**src/rtl/fetch_queue_pkg.sv**
```systemverilog
// Shared widths, reset address and entry layout for the instruction fetch queue.
package fetch_queue_pkg;

  localparam int unsigned IF_ADDR_WIDTH = 32;
  localparam int unsigned INST_WIDTH    = 32;

  localparam logic [IF_ADDR_WIDTH-1:0] DEFAULT_RESET_PC = 32'h0000_0000;

  // One buffered instruction together with the address it was fetched from.
  typedef struct packed {
    logic [IF_ADDR_WIDTH-1:0] pc;
    logic [INST_WIDTH-1:0]    inst;
  } fq_entry_t;

  // Sequential word fetch; wraps modulo 2^32.
  function automatic logic [IF_ADDR_WIDTH-1:0] next_pc(input logic [IF_ADDR_WIDTH-1:0] pc);
    return pc + IF_ADDR_WIDTH'(4);
  endfunction

endpackage

```
**src/rtl/fetch_queue_if.sv**
```systemverilog
// Redirect, instruction-memory and decode-side handshake bundle for the fetch queue.
interface fetch_queue_if;
  import fetch_queue_pkg::*;

  logic                     redirect;
  logic [IF_ADDR_WIDTH-1:0] redirect_pc;

  logic                     imem_req_valid;
  logic                     imem_req_ready;
  logic [IF_ADDR_WIDTH-1:0] imem_req_addr;
  logic                     imem_rsp_valid;
  logic [INST_WIDTH-1:0]    imem_rsp_data;

  logic                     out_valid;
  logic                     out_ready;
  logic [INST_WIDTH-1:0]    out_inst;
  logic [IF_ADDR_WIDTH-1:0] out_pc;

  // Fetch-queue side.
  modport master (
    input  redirect, redirect_pc,
    input  imem_req_ready, imem_rsp_valid, imem_rsp_data,
    input  out_ready,
    output imem_req_valid, imem_req_addr,
    output out_valid, out_inst, out_pc
  );

  // Environment side: memory, decode and branch resolution.
  modport slave (
    output redirect, redirect_pc,
    output imem_req_ready, imem_rsp_valid, imem_rsp_data,
    output out_ready,
    input  imem_req_valid, imem_req_addr,
    input  out_valid, out_inst, out_pc
  );

endinterface

```
**src/rtl/fq_fifo.sv**
```systemverilog
// Synchronous FIFO with flush and occupancy count; head is read combinationally.
module fq_fifo #(
  parameter  int unsigned WIDTH = 32,
  parameter  int unsigned DEPTH = 4,
  localparam int unsigned CNT_W = $clog2(DEPTH + 1)
) (
  input  logic             clk,
  input  logic             rst,
  input  logic             flush,
  input  logic             push,
  input  logic [WIDTH-1:0] push_data,
  input  logic             pop,
  output logic [WIDTH-1:0] head_data,
  output logic [CNT_W-1:0] count
);

  localparam int unsigned PTR_W = $clog2(DEPTH);

  logic [WIDTH-1:0] slot_mem [DEPTH];
  logic [PTR_W-1:0] rd_ptr_q, rd_ptr_d;
  logic [PTR_W-1:0] wr_ptr_q, wr_ptr_d;
  logic [CNT_W-1:0] count_q, count_d;
  logic             do_push;
  logic             do_pop;

  // Pointer and occupancy update; flush discards everything stored.
  always_comb begin
    do_push  = push && !flush;
    do_pop   = pop && !flush && (count_q != '0);
    rd_ptr_d = rd_ptr_q;
    wr_ptr_d = wr_ptr_q;
    count_d  = count_q;
    if (flush) begin
      rd_ptr_d = '0;
      wr_ptr_d = '0;
      count_d  = '0;
    end else begin
      if (do_push) wr_ptr_d = wr_ptr_q + PTR_W'(1);
      if (do_pop)  rd_ptr_d = rd_ptr_q + PTR_W'(1);
      case ({do_push, do_pop})
        2'b10:   count_d = count_q + CNT_W'(1);
        2'b01:   count_d = count_q - CNT_W'(1);
        default: count_d = count_q;
      endcase
    end
  end

  always_ff @(posedge clk) begin
    if (rst) begin
      rd_ptr_q <= '0;
      wr_ptr_q <= '0;
      count_q  <= '0;
    end else begin
      rd_ptr_q <= rd_ptr_d;
      wr_ptr_q <= wr_ptr_d;
      count_q  <= count_d;
    end
  end

  // Storage needs no reset: only slots below count are ever observed.
  always_ff @(posedge clk) begin
    if (do_push) slot_mem[wr_ptr_q] <= push_data;
  end

  assign head_data = slot_mem[rd_ptr_q];
  assign count     = count_q;

  a_no_overflow: assert property (@(posedge clk) disable iff (rst)
    !(do_push && !do_pop && (count_q == CNT_W'(DEPTH))));
  a_no_underflow: assert property (@(posedge clk) disable iff (rst)
    !(pop && !flush && (count_q == '0)));

endmodule

```
**src/rtl/fetch_queue.sv**
```systemverilog
// Decoupled fetch front end: credit-limited imem requests, in-order response
// buffering with PC pairing, and redirect flush that drops responses still owed.
module fetch_queue
  import fetch_queue_pkg::*;
#(
  parameter int unsigned              DEPTH    = 4,
  parameter logic [IF_ADDR_WIDTH-1:0] RESET_PC = DEFAULT_RESET_PC
) (
  input  logic          clk,
  input  logic          rst,
  fetch_queue_if.master bus
);

  localparam int unsigned CNT_W = $clog2(DEPTH + 1);
  localparam int unsigned SUM_W = CNT_W + 1;
  localparam int unsigned ENT_W = $bits(fq_entry_t);

  logic [IF_ADDR_WIDTH-1:0] fetch_pc_q, fetch_pc_d;
  logic [CNT_W-1:0]         drop_cnt_q, drop_cnt_d;
  fq_entry_t                last_head_q, last_head_d;

  logic [CNT_W-1:0]         q_count;
  logic [CNT_W-1:0]         inflight;
  fq_entry_t                q_head;
  fq_entry_t                q_push_data;
  logic [IF_ADDR_WIDTH-1:0] rsp_pc;

  logic credit_ok;
  logic req_valid;
  logic req_fire;
  logic out_valid;
  logic pop;
  logic rsp_keep;

  // Credit, drop and fetch-PC bookkeeping.
  always_comb begin
    credit_ok   = (SUM_W'(q_count) + SUM_W'(inflight)) < SUM_W'(DEPTH);
    req_valid   = !rst && !bus.redirect && credit_ok;
    req_fire    = req_valid && bus.imem_req_ready;
    out_valid   = (q_count != '0) && !bus.redirect;
    pop         = out_valid && bus.out_ready;
    rsp_keep    = bus.imem_rsp_valid && (drop_cnt_q == '0) && !bus.redirect;
    q_push_data = '{pc: rsp_pc, inst: bus.imem_rsp_data};

    fetch_pc_d  = fetch_pc_q;
    drop_cnt_d  = drop_cnt_q;
    last_head_d = last_head_q;

    if (q_count != '0) last_head_d = q_head;

    // Everything still owed after a redirect cycle belongs to the old stream.
    if (bus.redirect) begin
      fetch_pc_d = bus.redirect_pc;
      drop_cnt_d = inflight - CNT_W'(bus.imem_rsp_valid);
    end else begin
      if (req_fire) fetch_pc_d = next_pc(fetch_pc_q);
      if (bus.imem_rsp_valid && (drop_cnt_q != '0)) drop_cnt_d = drop_cnt_q - CNT_W'(1);
    end
  end

  always_ff @(posedge clk) begin
    if (rst) begin
      fetch_pc_q  <= RESET_PC;
      drop_cnt_q  <= '0;
      last_head_q <= '0;
    end else begin
      fetch_pc_q  <= fetch_pc_d;
      drop_cnt_q  <= drop_cnt_d;
      last_head_q <= last_head_d;
    end
  end

  // Instruction + PC queue presented to decode.
  fq_fifo #(
    .WIDTH (ENT_W),
    .DEPTH (DEPTH)
  ) u_inst_q (
    .clk       (clk),
    .rst       (rst),
    .flush     (bus.redirect),
    .push      (rsp_keep),
    .push_data (q_push_data),
    .pop       (pop),
    .head_data (q_head),
    .count     (q_count)
  );

  // PCs of accepted requests; survives redirects so late responses still pair up.
  fq_fifo #(
    .WIDTH (IF_ADDR_WIDTH),
    .DEPTH (DEPTH)
  ) u_pc_q (
    .clk       (clk),
    .rst       (rst),
    .flush     (1'b0),
    .push      (req_fire),
    .push_data (fetch_pc_q),
    .pop       (bus.imem_rsp_valid),
    .head_data (rsp_pc),
    .count     (inflight)
  );

  assign bus.imem_req_valid = req_valid;
  assign bus.imem_req_addr  = fetch_pc_q;
  assign bus.out_valid      = out_valid;
  assign bus.out_inst       = (q_count != '0) ? q_head.inst : last_head_q.inst;
  assign bus.out_pc         = (q_count != '0) ? q_head.pc   : last_head_q.pc;

  a_rsp_needs_inflight: assert property (@(posedge clk) disable iff (rst)
    bus.imem_rsp_valid |-> (inflight != '0));
  a_drop_bounded: assert property (@(posedge clk) disable iff (rst)
    drop_cnt_q <= inflight);
  a_credit_bounded: assert property (@(posedge clk) disable iff (rst)
    (SUM_W'(q_count) + SUM_W'(inflight)) <= SUM_W'(DEPTH));

endmodule

```
**src/flat_wrapper.sv**
```systemverilog
// flat-port wrapper written by rule: the top's interface ports become plain ports
module fetch_queue_flat import fetch_queue_pkg::*;
#(
  parameter int unsigned              DEPTH    = 4,
  parameter logic [IF_ADDR_WIDTH-1:0] RESET_PC = DEFAULT_RESET_PC
)
  (clk, rst, bus_redirect, bus_redirect_pc, bus_imem_req_ready, bus_imem_rsp_valid, bus_imem_rsp_data, bus_out_ready, bus_imem_req_valid, bus_imem_req_addr, bus_out_valid, bus_out_inst, bus_out_pc);
  fetch_queue_if bus_i ();
  input  logic clk;
  input  logic rst;
  input wire logic [$bits(bus_i.redirect)-1:0] bus_redirect;
  input wire logic [$bits(bus_i.redirect_pc)-1:0] bus_redirect_pc;
  input wire logic [$bits(bus_i.imem_req_ready)-1:0] bus_imem_req_ready;
  input wire logic [$bits(bus_i.imem_rsp_valid)-1:0] bus_imem_rsp_valid;
  input wire logic [$bits(bus_i.imem_rsp_data)-1:0] bus_imem_rsp_data;
  input wire logic [$bits(bus_i.out_ready)-1:0] bus_out_ready;
  output wire logic [$bits(bus_i.imem_req_valid)-1:0] bus_imem_req_valid;
  output wire logic [$bits(bus_i.imem_req_addr)-1:0] bus_imem_req_addr;
  output wire logic [$bits(bus_i.out_valid)-1:0] bus_out_valid;
  output wire logic [$bits(bus_i.out_inst)-1:0] bus_out_inst;
  output wire logic [$bits(bus_i.out_pc)-1:0] bus_out_pc;
  assign bus_i.redirect = bus_redirect;
  assign bus_i.redirect_pc = bus_redirect_pc;
  assign bus_i.imem_req_ready = bus_imem_req_ready;
  assign bus_i.imem_rsp_valid = bus_imem_rsp_valid;
  assign bus_i.imem_rsp_data = bus_imem_rsp_data;
  assign bus_i.out_ready = bus_out_ready;
  assign bus_imem_req_valid = bus_i.imem_req_valid;
  assign bus_imem_req_addr = bus_i.imem_req_addr;
  assign bus_out_valid = bus_i.out_valid;
  assign bus_out_inst = bus_i.out_inst;
  assign bus_out_pc = bus_i.out_pc;
  fetch_queue #(.DEPTH(DEPTH), .RESET_PC(RESET_PC)) u_core (.clk(clk), .rst(rst), .bus(bus_i));
endmodule
```
**config.mk**
```make
export PLATFORM = sky130hd
export DESIGN_NAME = fetch_queue_flat
export DESIGN_NICKNAME = d
export VERILOG_FILES = /design/src/rtl/fetch_queue_pkg.sv /design/src/rtl/fetch_queue_if.sv /design/src/rtl/fq_fifo.sv /design/src/rtl/fetch_queue.sv /design/src/flat_wrapper.sv
export SDC_FILE = /design/constraint.sdc
export NUM_CORES = 1
export LEC_CHECK = 0
export BUFFER_PORTS_ARGS = -buffer_cell sky130_fd_sc_hd__buf_2
export CAP_MARGIN = 20
export CORE_ASPECT_RATIO = 0.7
export CORE_MARGIN = 1
export CORE_UTILIZATION = 45
export CTS_BUF_LIST = sky130_fd_sc_hd__clkbuf_8
export DETAILED_ROUTE_END_ITERATION = 12
export PLACE_DENSITY = 0.59
export SETUP_SLACK_MARGIN = 0.1
export SYNTH_ARGS = -nofsm -noshare
export SYNTH_HDL_FRONTEND = slang
export SYNTH_SLANG_ARGS = --single-unit
```
**constraint.sdc**
```tcl
create_clock -name clk -period 3.5 [get_ports clk]
set_input_delay 0.175 -clock clk [delete_from_list [all_inputs] [get_ports clk]]
set_output_delay 0.175 -clock clk [all_outputs]
set_load 0.05 [all_outputs]
```
Word-level counts from Yosys, hierarchy flattened
Memory sizes are Yosys's and may differ from the RTL's. A register that Yosys moved wholly into a read port is not among the register bits. Cells that the tools add are included.

Flip-flop bits (word level): 113. Bits in writable memories: 384. Input port bits: 70. Output and inout bits: 98. Word-level logic and storage cells: 68. Memories: 2.

Memory list: u_core.u_inst_q.slot_mem (depth 4, width 64, read ports 1, clocked after memory_dff 1, wr ports 1, RTL line fq_fifo.sv:19) `logic [WIDTH-1:0] slot_mem [DEPTH];`; u_core.u_pc_q.slot_mem (depth 4, width 32, read ports 1, clocked after memory_dff 1, wr ports 1, RTL line fq_fifo.sv:19).

$add $sub $neg: 12. $lt $le $gt $ge: 1. Eq/ne operators: 4. Multiplexer cells: 16. Reductions and logical operators: 23.

Operators by type and width (number): $mux 32 (4); $add 32x3->32 const B (1); $logic_and 1x1->1 (12); $pmux 3 s2 (2); $reduce_bool 3->1 (3); $sub 3x1->3 const B (3); $add 2x1->2 const B (4); $mux 2 (4); $reduce_bool 2->1 (4); $add 3x1->3 const B (2); $mux 3 (2); $add 3x3->4 (1); $eq 2x1->1 const B (2); $eq 2x2->1 const B (2); $lt 4x3->1 const B (1); $mux 1 (4); $logic_not 3->1 (1); $sub 3x1->3 (1); $logic_not 1->1 (2); $reduce_or 2->1 (1).

Logic depth before layout (Yosys ltp)
Depth after elaboration: 7. Mapped depth: 13. Depth with buffers taken out: 11.

Hierarchy
Synthesis repeated with hierarchy kept, for this count alone.

Cells, all modules: 1077. Area total of the unflattened synthesis: 19508.7 µm².

Modules (own cells, without submodules): fq_fifo at u_core.u_inst_q (times used 1, cells each 383, area an instance 9761.9 µm²); fq_fifo at u_core.u_pc_q (times used 1, cells each 216, area an instance 5109.9 µm²); fetch_queue (times used 1, cells each 478, area an instance 4636.9 µm²).

Worst setup path before layout
No wires, ideal clock.

Kind: flip-flop to flip-flop. From: register u_core.drop_cnt_q[0]. To: memory u_core.u_inst_q.slot_mem[0][0] (netlist name), enable pin. Arrival time: 2.407 ns. Data required time: 3.071 ns. Path slack: 0.664 ns. Stages on the path, launching flop included: 6. Period minus slack after synthesis: 2.836 ns. Path through: dfxtp_1 -> inv_1 -> ha_1 -> nand3_1 -> nor2_1 -> and2_1.

Longest elaborated chain between the ends: 6.

Ends and longest elaborated chain: start: declaration (RTL line fetch_queue.sv:19) `logic [CNT_W-1:0] drop_cnt_q, drop_cnt_d;`; start signal: assignment (RTL line fetch_queue.sv:68) `drop_cnt_q <= drop_cnt_d;`; $logic_not 3->1 (RTL line fetch_queue.sv:42) `rsp_keep = bus.imem_rsp_valid && (drop_cnt_q == '0) && !bus.redirect;`; $logic_and 1x1->1 (2 in a row) (RTL line fetch_queue.sv:42); $logic_and 1x1->1 (RTL line fq_fifo.sv:28) `do_push = push && !flush;`; $mux 1 (RTL line fq_fifo.sv:62) `if (do_push) slot_mem[wr_ptr_q] <= push_data;`; $mux 1 (implied by the code) (RTL line fq_fifo.sv:62); end: declaration (RTL line fq_fifo.sv:19).

Every way passes these cells.

==> flow_metrics.py <==
metrics = {
    "floorplan": {
        "start_util_pct": 46.3,
        "fp.dieW_um": 249,
        "ios": 168,
        "row_count": 62,
        "coreArea_mm2": 0.0415,
        "chipHeight_um": 175,
        "dieArea_mm2": 0.0435,
    },
    "grt": {
        "grt_most_used_layer": "met2",
        "antenna_found_initial": 1,
        "met3_usage_pct": 4.07,
        "gr-total-overflow": 0,
        "grt_pass1_wl_um": 64200,
        "grt_pass1_vias": 10826,
        "grt_max_degree": 65,
        "met1_usage_pct": 27.4,
        "grt.total_usage_pct": 19.6,
        "met2_usage_pct": 30.9,
    },
    "setup_path": {
        "arrival_ps": 2820,
        "crit_chain": "buf_4 > mux4_2 > mux2_2 > buf_2",
        "cp-end-kind": "output pin",
        "rrSetupSlack_ps": 740,
        "path_delay_family": "multiplexers",
        "startpoint_type": "flip-flop",
        "rr_worst_depth": 8,
        "cpPeakStageDelay_ps": 660,
        "worst-path-buf-inv": 2,
        "crit_cells": 4,
        "r2r-start": "u_core.u_pc_q.count[2]",
        "required_ps": 3320,
        "crit_fanout": 21,
        "rr_endpoint": "u_core.bus.imem_req_addr[30]",
        "cpMaxStageDelayCell": "dfxtp_4",
        "timing_worst_setup_path_type": "reg -> out",
    },
    "route": {
        "vias": 10373,
        "vias_per_cell": 5.32,
        "drt-initial-drc-count": 709,
        "ant_nets": 0,
        "drt-total-wl_um": 41400,
        "drc_errors": 0,
        "drtPass1Iterations": 5,
        "post_drt_wl_per_cell_um": 21.3,
    },
    "synth": {
        "yosys.area_share.adder_pct": 1.32,
        "yosysSeqAreaShare_pct": 72.3,
        "synth-compound-area-share_pct": 2.47,
        "synth_edf_count": 384,
        "synth-xor-area-share_pct": 1.14,
        "netlist_instances": 1063,
        "syn_nets": 1152,
        "synthMuxAreaShare_pct": 15.3,
        "synth_top_family_by_area": "multiplexers",
        "synthFlopType": "edfxtp_1",
        "yosysMostFrequentCell": "edfxtp_1",
        "async_reset_ff_share_pct": 0,
        "syn_area_per_cell_um2": 18.1,
        "ys_ff_latch": 501,
        "synth-simple-area-share_pct": 5.94,
        "synth_area_mm2": 0.0192,
        "yosys_warnings": 0,
        "synthTopCellsByCount": "384 x edfxtp_1, 117 x dfxtp_1, 96 x mux4_2, 65 x mux2_2, 64 x nor2b_1",
        "synth.area.top_cells": "edfxtp_1 60%, dfxtp_1 12%, mux4_2 11%, mux2_2 3.8%, nor2b_1 2.1%",
        "synth.top_cell.area_share_pct": 60.1,
        "yosys.area.top_type": "edfxtp_1",
        "synth_cell_types": 48,
    },
    "placement": {
        "placed_cell_area_mm2": 0.0208,
        "dp_hpwl_um": 24900,
        "port_buffers": 167,
        "gp_congestion": 0.807,
        "place_ws_ps": 784,
    },
    "sta": {
        "final_hold_viol_count": 0,
        "final.setup.tns_ps": 0,
        "drv_slew": 0,
        "setup_viol": 0,
        "min_period_over_period_pct": 85.6,
        "relSlewSlack_pct": 34.6,
        "period_minus_slack_ps": 3000,
        "timing.final.ws_setup_ps": 504,
        "rsz0062_at_grt": "no",
        "finalClockSkew_ps": 17.5,
        "max_clock_freq_mhz": 334,
        "whs_ps": 96.4,
        "worst_slew_pin_slew_ps": 978,
    },
    "power": {
        "p_sw_mw": 3.14,
        "power_frac_clock_pct": 35.1,
        "ir_drop_v": 0.000289,
        "comb_power_share_pct": 11.0,
        "p_per_area_mw_per_mm2": 553,
        "internal_power_mw": 9.50,
        "leakage_nw": 8.13,
        "switching_share_pct": 24.9,
        "pwr-share-seq_pct": 53.9,
    },
    "cells_and_area": {
        "area_growth_pct": 19.0,
        "fin_nets": 1435,
        "drive_gt1_share_pct": 33.2,
        "final_area_mm2": 0.0229,
        "antenna_cells": 0,
    },
    "clocking": {
        "clk_latency_ps": 620,
        "post_cts_buffers": 0,
        "clkTransAtPathRegs_ps": 60,
        "cts_made_buffers": 75,
        "clock-root-buffer": "clkbuf_8",
        "clockBufferDepth": 3,
        "ctsResizeCount": 0,
        "cts.sinks": 501,
        "cts_tree": "yes",
        "hold_buffers": 65,
        "cts_htree_levels": 3,
    },
    "status": {
        "status": "finished, final reports clean",
    },
    "hold_path": {
        "hp-class": "in -> reg",
        "worstHoldStart": "bus_out_ready",
        "worstHoldPathCells": 4,
    },
    "job": {
        "maxCapViolations": 0,
    },
}
==> cell usage in the layout (no fill, tap or decap), types with 10 or more instances in the layout <==
cell type / count
edfxtp_1: 384
buf_2: 166
dfxtp_1: 114
mux4_2: 96
clkbuf_8: 83
mux2_2: 65
dlygate4sd3_1: 65
nor2b_1: 64
inv_1: 52
nor2_1: 46
a21oi_1: 26
nand2_1: 21
buf_4: 21
ha_1: 17
xnor2_1: 15
a211oi_1: 15
o21ai_0: 11
and3_1: 11
nand3_1: 11
nand4_1: 11
xor2_1: 10
==> power by group through the flow <==
| stage | combinational (mW) | clock [mW] | sequential [mW] |
|---|---|---|---|
| 6_report | 1.39 | 4.44 | 6.81 |
| 5_1_grt | 1.50 | 4.86 | 6.82 |
| 4_1_cts | 1.41 | 4.59 | 6.81 |
| 3_5_place_dp | 1.35 | 0 | 6.93 |
| 3_3_place_gp | 1.33 | 0 | 6.93 |
| 2_1_floorplan | 0.911 | 0 | 6.97 |
==> flip-flops by register name, indices dropped and copies added (netlist names), named ones only <==
name	cells
u_core.u_inst_q.slot_mem	256
u_core.u_pc_q.slot_mem	128
u_core.last_head_q	64
u_core.bus.imem_req_addr	32
u_core.drop_cnt_q	3
u_core.u_inst_q.count	3
u_core.u_pc_q.count	3
u_core.u_inst_q.rd_ptr_q	2
u_core.u_inst_q.wr_ptr_q	2
u_core.u_pc_q.rd_ptr_q	2
u_core.u_pc_q.wr_ptr_q	2
==> metrics by stage <==
step	instances	utilization, %	power, mW
after floorplan	1063	-	7.88
after global placement	1748	50.1	8.26
after detailed placement	1748	50.1	8.29
after CTS	1949	55.1	12.8
after global routing	1949	55.1	13.2
final	1949	55.1	12.6
==> final cells by class <==
class | count | area [um2]
Clock buffer | 83 | 1140
Sequential cell | 501 | 13900
Timing Repair Buffer | 259 | 1780
Multi-Input combinational cell | 490 | 5040
Clock inverter | 53 | 258
Fill cell | 3285 | 18700
Inverter | 19 | 71.3
Tap cell | 544 | 681
==> layer usage <==
layer / part of all wire (%) / wire length [um] / up-vias
met5: 0 / 0 / -
met4: 2.0 / 827 / 0
met3: 4.4 / 1800 / 73
met2: 47 / 19700 / 254
met1: 46 / 19100 / 5309
li1: - / - / 4737
==> worst max path at each step <==
stage	start	endpoint
after floorplan	u_core.drop_cnt_q[0]	u_core.u_inst_q.slot_mem[0][0]
final	flip-flop	bus_out_inst[26]
after detailed placement	u_core.u_pc_q.count[2]	u_core.bus.imem_req_addr[30]
after global placement	u_core.u_pc_q.count[2]	u_core.bus.imem_req_addr[30]
after global routing	flip-flop	bus_out_inst[30]
after CTS	flip-flop	bus_out_inst[26]
==> worst min-delay path: cells and delay by family <==
family	cells	cell delay [ps]
buffers and inverters	1	100
AND/OR/NAND/NOR	2	250
XOR/XNOR	1	150
==> cells by family (layout without fill, tap and decap cells) <==
logic type | count (synthesis) | after routing
AO/OA/AOI/OAI | 74 | 74
XOR/XNOR | 25 | 25
flip-flops | 501 | 501
AND/OR/NAND/NOR | 206 | 206
buffers and inverters | 72 | 414
multiplexers | 166 | 166
adder cells (fa/ha/maj) | 19 | 19
No activity file was read; power rests on OpenSTA's default activity.
